--- src/rtl/demux_4ch.sv ---
// Four-channel valid/ready demultiplexer: one registered buffer slot per channel,
// routed by in_sel, with a saturating delivered-word counter per channel.
module demux_4ch #(
  parameter int unsigned WIDTH = 8,
  parameter int unsigned CNTW  = 8
) (
  input  logic                clk,
  input  logic                rst,
  input  logic                in_valid,
  output logic                in_ready,
  input  logic [WIDTH-1:0]    in_data,
  input  logic [1:0]          in_sel,
  output logic [3:0]          out_valid,
  input  logic [3:0]          out_ready,
  output logic [4*WIDTH-1:0]  out_data,
  output logic [4*CNTW-1:0]   cnt
);

  localparam logic [CNTW-1:0] CntMax = {CNTW{1'b1}};

  logic [3:0]            full_q, full_d;
  logic [WIDTH-1:0]      data_q [4];
  logic [WIDTH-1:0]      data_d [4];
  logic [CNTW-1:0]       cnt_q  [4];
  logic [CNTW-1:0]       cnt_d  [4];
  logic [3:0]            out_hs;
  logic [3:0]            load;
  logic                  in_hs;

  // A full slot can still accept when it is being drained in the same cycle.
  assign in_ready = ~full_q[in_sel] | out_ready[in_sel];
  assign in_hs    = in_valid & in_ready;

  always_comb begin
    out_hs = '0;
    load   = '0;
    full_d = full_q;
    for (int k = 0; k < 4; k++) begin
      data_d[k] = data_q[k];
      cnt_d[k]  = cnt_q[k];
      out_hs[k] = full_q[k] & out_ready[k];
      load[k]   = in_hs & (in_sel == 2'(k));
      full_d[k] = load[k] | (full_q[k] & ~out_hs[k]);
      if (load[k]) begin
        data_d[k] = in_data;
      end
      if (out_hs[k] && (cnt_q[k] != CntMax)) begin
        cnt_d[k] = cnt_q[k] + 1'b1;
      end
    end
  end

  always_ff @(posedge clk) begin
    if (rst) begin
      full_q <= '0;
      for (int k = 0; k < 4; k++) begin
        data_q[k] <= '0;
        cnt_q[k]  <= '0;
      end
    end else begin
      full_q <= full_d;
      for (int k = 0; k < 4; k++) begin
        data_q[k] <= data_d[k];
        cnt_q[k]  <= cnt_d[k];
      end
    end
  end

  always_comb begin
    out_valid = full_q;
    out_data  = '0;
    cnt       = '0;
    for (int k = 0; k < 4; k++) begin
      out_data[k*WIDTH +: WIDTH] = data_q[k];
      cnt[k*CNTW +: CNTW]        = cnt_q[k];
    end
  end

endmodule

--- config.mk ---
export PLATFORM = sky130hd
export DESIGN_NAME = demux_4ch
export DESIGN_NICKNAME = d
export VERILOG_FILES = /design/src/rtl/demux_4ch.sv
export SDC_FILE = /design/constraint.sdc
export NUM_CORES = 1
export LEC_CHECK = 0
export CAP_MARGIN = 5
export CORE_ASPECT_RATIO = 0.6
export CORE_MARGIN = 10
export CORE_UTILIZATION = 30
export CTS_BUF_LIST = sky130_fd_sc_hd__clkbuf_2
export CTS_CLUSTER_DIAMETER = 150
export DETAILED_ROUTE_END_ITERATION = 8
export GPL_TIMING_DRIVEN = 0
export HOLD_SLACK_MARGIN = 0.06
export PLACE_DENSITY_LB_ADDON = 0.25
export SLEW_MARGIN = 0
export SYNTH_ARGS = -nofsm -noshare
export SYNTH_HDL_FRONTEND = slang
export SYNTH_SLANG_ARGS = --single-unit
--- constraint.sdc ---
create_clock -name clk -period 1.8 [get_ports clk]
set_input_delay 0.36 -clock clk [delete_from_list [all_inputs] [get_ports clk]]
set_output_delay 0.36 -clock clk [all_outputs]
set_load 0.03 [all_outputs]
==> results.md <==
- Outcome: finished, violations left
- Failing checks: negative setup slack
- GR peak layer: met2
- M2 GR Usage: 18.9%
- Die Width: 154 µm
- Fin. Hold Viols: 0
- Worst hold stages: 4
- Final slew viol count: 0
- Ys Warns: 0
- Tmin final: 2.07 ns
- Reg area: 1380 µm²
- Final setup viols: 1
- Ant diodes: 0
- Layout cells sized above 1: 21.1%
- Core Rows: 29
- Die Area: 15,400 µm²
- Final #Nets: 485
- Reg clk slew, reported paths: 0.19 ns
- Number of fill cells: 1,091
- Core Box Area: 10,500 µm²
- Top-area cell type share of the netlist area: 42.4%
- Initial antenna violation count: 0
- Mapped Nets: 385
- ANT nets after route: 0
- Most common cell after layout, fill and taps aside: dfxtp_1
- WP data arrival: 1.71 ns
- Worst setup margin: -0.268 ns
- CP max stage delay: 0.48 ns
- CTS Buffer Depth: 2
- Initial Util: 30.5%
- Number of flops mapped to enable cells by yosys: 0
- WS Path Type: reg -> out
- Total power: 2.90 mW
- PwrDens: 667 nW/µm²
- Total number of vias: 3,193
- Asr flop ratio synth: 0%
- Critical path required time: 1.44 ns
- Leak pwr: 1.69 nW
- Clk_skew: 0.0350 ns
- Worst vdd ir: 0.000311 V
- Setup crit end kind: output pin
- Root Buffer: clkbuf_2
- Pre-antenna DRT Iters: 4
- Vias in the first global route: 3,029
- Detailed placement HPWL: 7.76 mm
- Most frequent cells in the layout: dfxtp_1, a21oi_1, dlygate4sd2_1
- # IOs: 86
- GR Util met3: 5.04%
- Synthesized instance count: 364
- Reg2Reg Launch Point: cnt_q[2][0]$_SDFFE_PP0P_
- CP Cell Sequence: nand2b_1 > buf_6 > mux4_2 > buf_6
- First-pass GRT wire length: 16.5 mm
- Clock sink count: 68
- Synth cell types: 46
- Routability Congestion: 0.827
- CP Max Fanout: 5
- Crit path launch: out_valid[0]$_SDFF_PP0_
- Setup_tns: -0.268 ns
- Routed WL: 10.5 mm
- PortBufs: 82
- Area growth syn-to-layout: 35.1%
- Reg2reg path depth: 5
- RSZ-0062 raised after global routing: yes
- Post-Syn Area per Cell: 8.83 µm²
- Multi-input gate area: 1730 µm²
- Maximum number of pins on one net before global-route repair: 13
- CTS tree: done
- Global route overflow: 0
- Synth area leader: dfxtp_1
- Residual DRC count: 0
- Period utilisation layout: 115%
- Tot GR Track Use: 13.1%
- Nature of the critical path startpoint: register
- Synthesized cell area: 3210 µm²
- Vias per cell: 5.25
- Relative slew slack: 60.7%
- Register bit count reported by yosys: 68
- Prevailing post-synth register cell: dfxtp_1
- Die height: 100 µm
- H-tree Lvls: 3
- Met1 usage: 17.7%
- Wire per inst: 17.2 µm
- First DRT Iteration DRCs: 216
- Slowest cell on the critical path: mux4_2
- Hold Crit Class: in -> reg
- Worst Min Path Start: in_sel[0]
- Area contributors post-synth: dfxtp_1, a21oi_1, nand3_1, o21ai_0, nor2b_1
- FMAX: 484 MHz
- Slew @ Worst Pin: 0.589 ns
- Clock Latency Late Sink: 0.52 ns
- Seq/Total Area, Yosys: 42.4%
- Max-Cap Viols: 0
- Total CTS buffers: 9
- Cell mode on critical path: buf_6
[through the flow]
stage	util, %	hold WS [ns]	std cells	setup slack (ns)	area, µm²
CTS	41.8	0.147	608	-0.335	4390
finish	41.2	0.202	608	-0.268	4340
global route	41.2	0.154	608	-0.356	4340
detailed placement	40.0	0.466	585	-0.942	4210
floorplan	-	0.508	364	0.0515	3210
global placement	40.0	0.464	585	-0.932	4210
[routing by layer]
layer  up-vias  wire length (µm)
met5         -                 0
met4         0                92
met3        12               829
met2       112              4450
met1      1504              5080
li1       1565                 -
[cells in the mapped netlist (2+ instances only)]
cell type / instances
nor4_1: 2
and3b_1: 2
a21oi_1: 51
buf_6: 2
and4_1: 10
nand2_1: 8
inv_1: 3
mux2_2: 7
mux2i_1: 4
ha_1: 4
and3_1: 5
buf_1: 2
a311oi_1: 4
nor3b_1: 3
clkbuf_1: 2
nand2b_1: 14
nand3_1: 39
nand4_1: 8
a211oi_1: 12
o21bai_1: 2
a41oi_1: 5
nand3b_1: 2
nor3_1: 9
o21ai_1: 8
nor2_1: 11
a21oi_2: 3
clkbuf_2: 5
buf_2: 12
a21boi_0: 3
o21ai_0: 25
nor2b_1: 15
dfxtp_1: 68
[report_power, final]
part / leakage [nW] / switching [mW] / internal [mW]
Clock: 0.0732 / 0.575 / 0.452
Combinational: 1.06 / 0.203 / 0.114
Sequential: 0.557 / 0.0183 / 1.53
[state kept, by name (all words and copies together) (netlist names)]
name	flops
cnt_q	32
out_valid	4
data_q	32
[kinds of logic (layout without fill, tap and decap cells)]
logic type,count (synthesis),in the layout,synth area share [%]
AOI/OAI and AO/OA,115,115,21.0
adders and majority gates,4,4,1.56
and+or+nand+nor,136,136,25.5
DFF,68,68,42.4
muxes,14,14,5.22
buffers and inverters,27,132,4.40
[layout make-up]
class | instances | area share [%]
sequential | 68 | 31.9
buffer | 21 | 2.80
clock buffer | 9 | 1.04
inverter | 3 | 0.259
multi-input combinational | 269 | 39.8
clock inverter | 7 | 2.10
timing repair buffer | 92 | 18.2
tap | 139 | 4.01
[final timing paths]
kind / slack, ns / to
worst max-delay path: -0.27 / in_ready
worst min-delay path: 0.20 / data_q[0][6]$_SDFFE_PP0P_
worst max register to register: 0.14 / cnt_q[2][6]$_SDFFE_PP0P_
worst min register to register: 0.49 / data_q[3][1]$_SDFFE_PP0P_
[worst max-delay path, delay by kind of cell, from the launching register on]
kind                   cells  cell delay (ns)
multiplexers               1             0.48
AND/OR/NAND/NOR            1             0.06
buffers and inverters      2             0.29
flip-flops                 1             0.38
[what timing repair did]
item / CTS / global route
gates resized for setup: 130 / 35
endpoints found under the setup margin: 69 / 25
hold buffers: 0 / 0
setup buffers: 7 / 3
No activity file was read; power rests on OpenSTA's default activity.
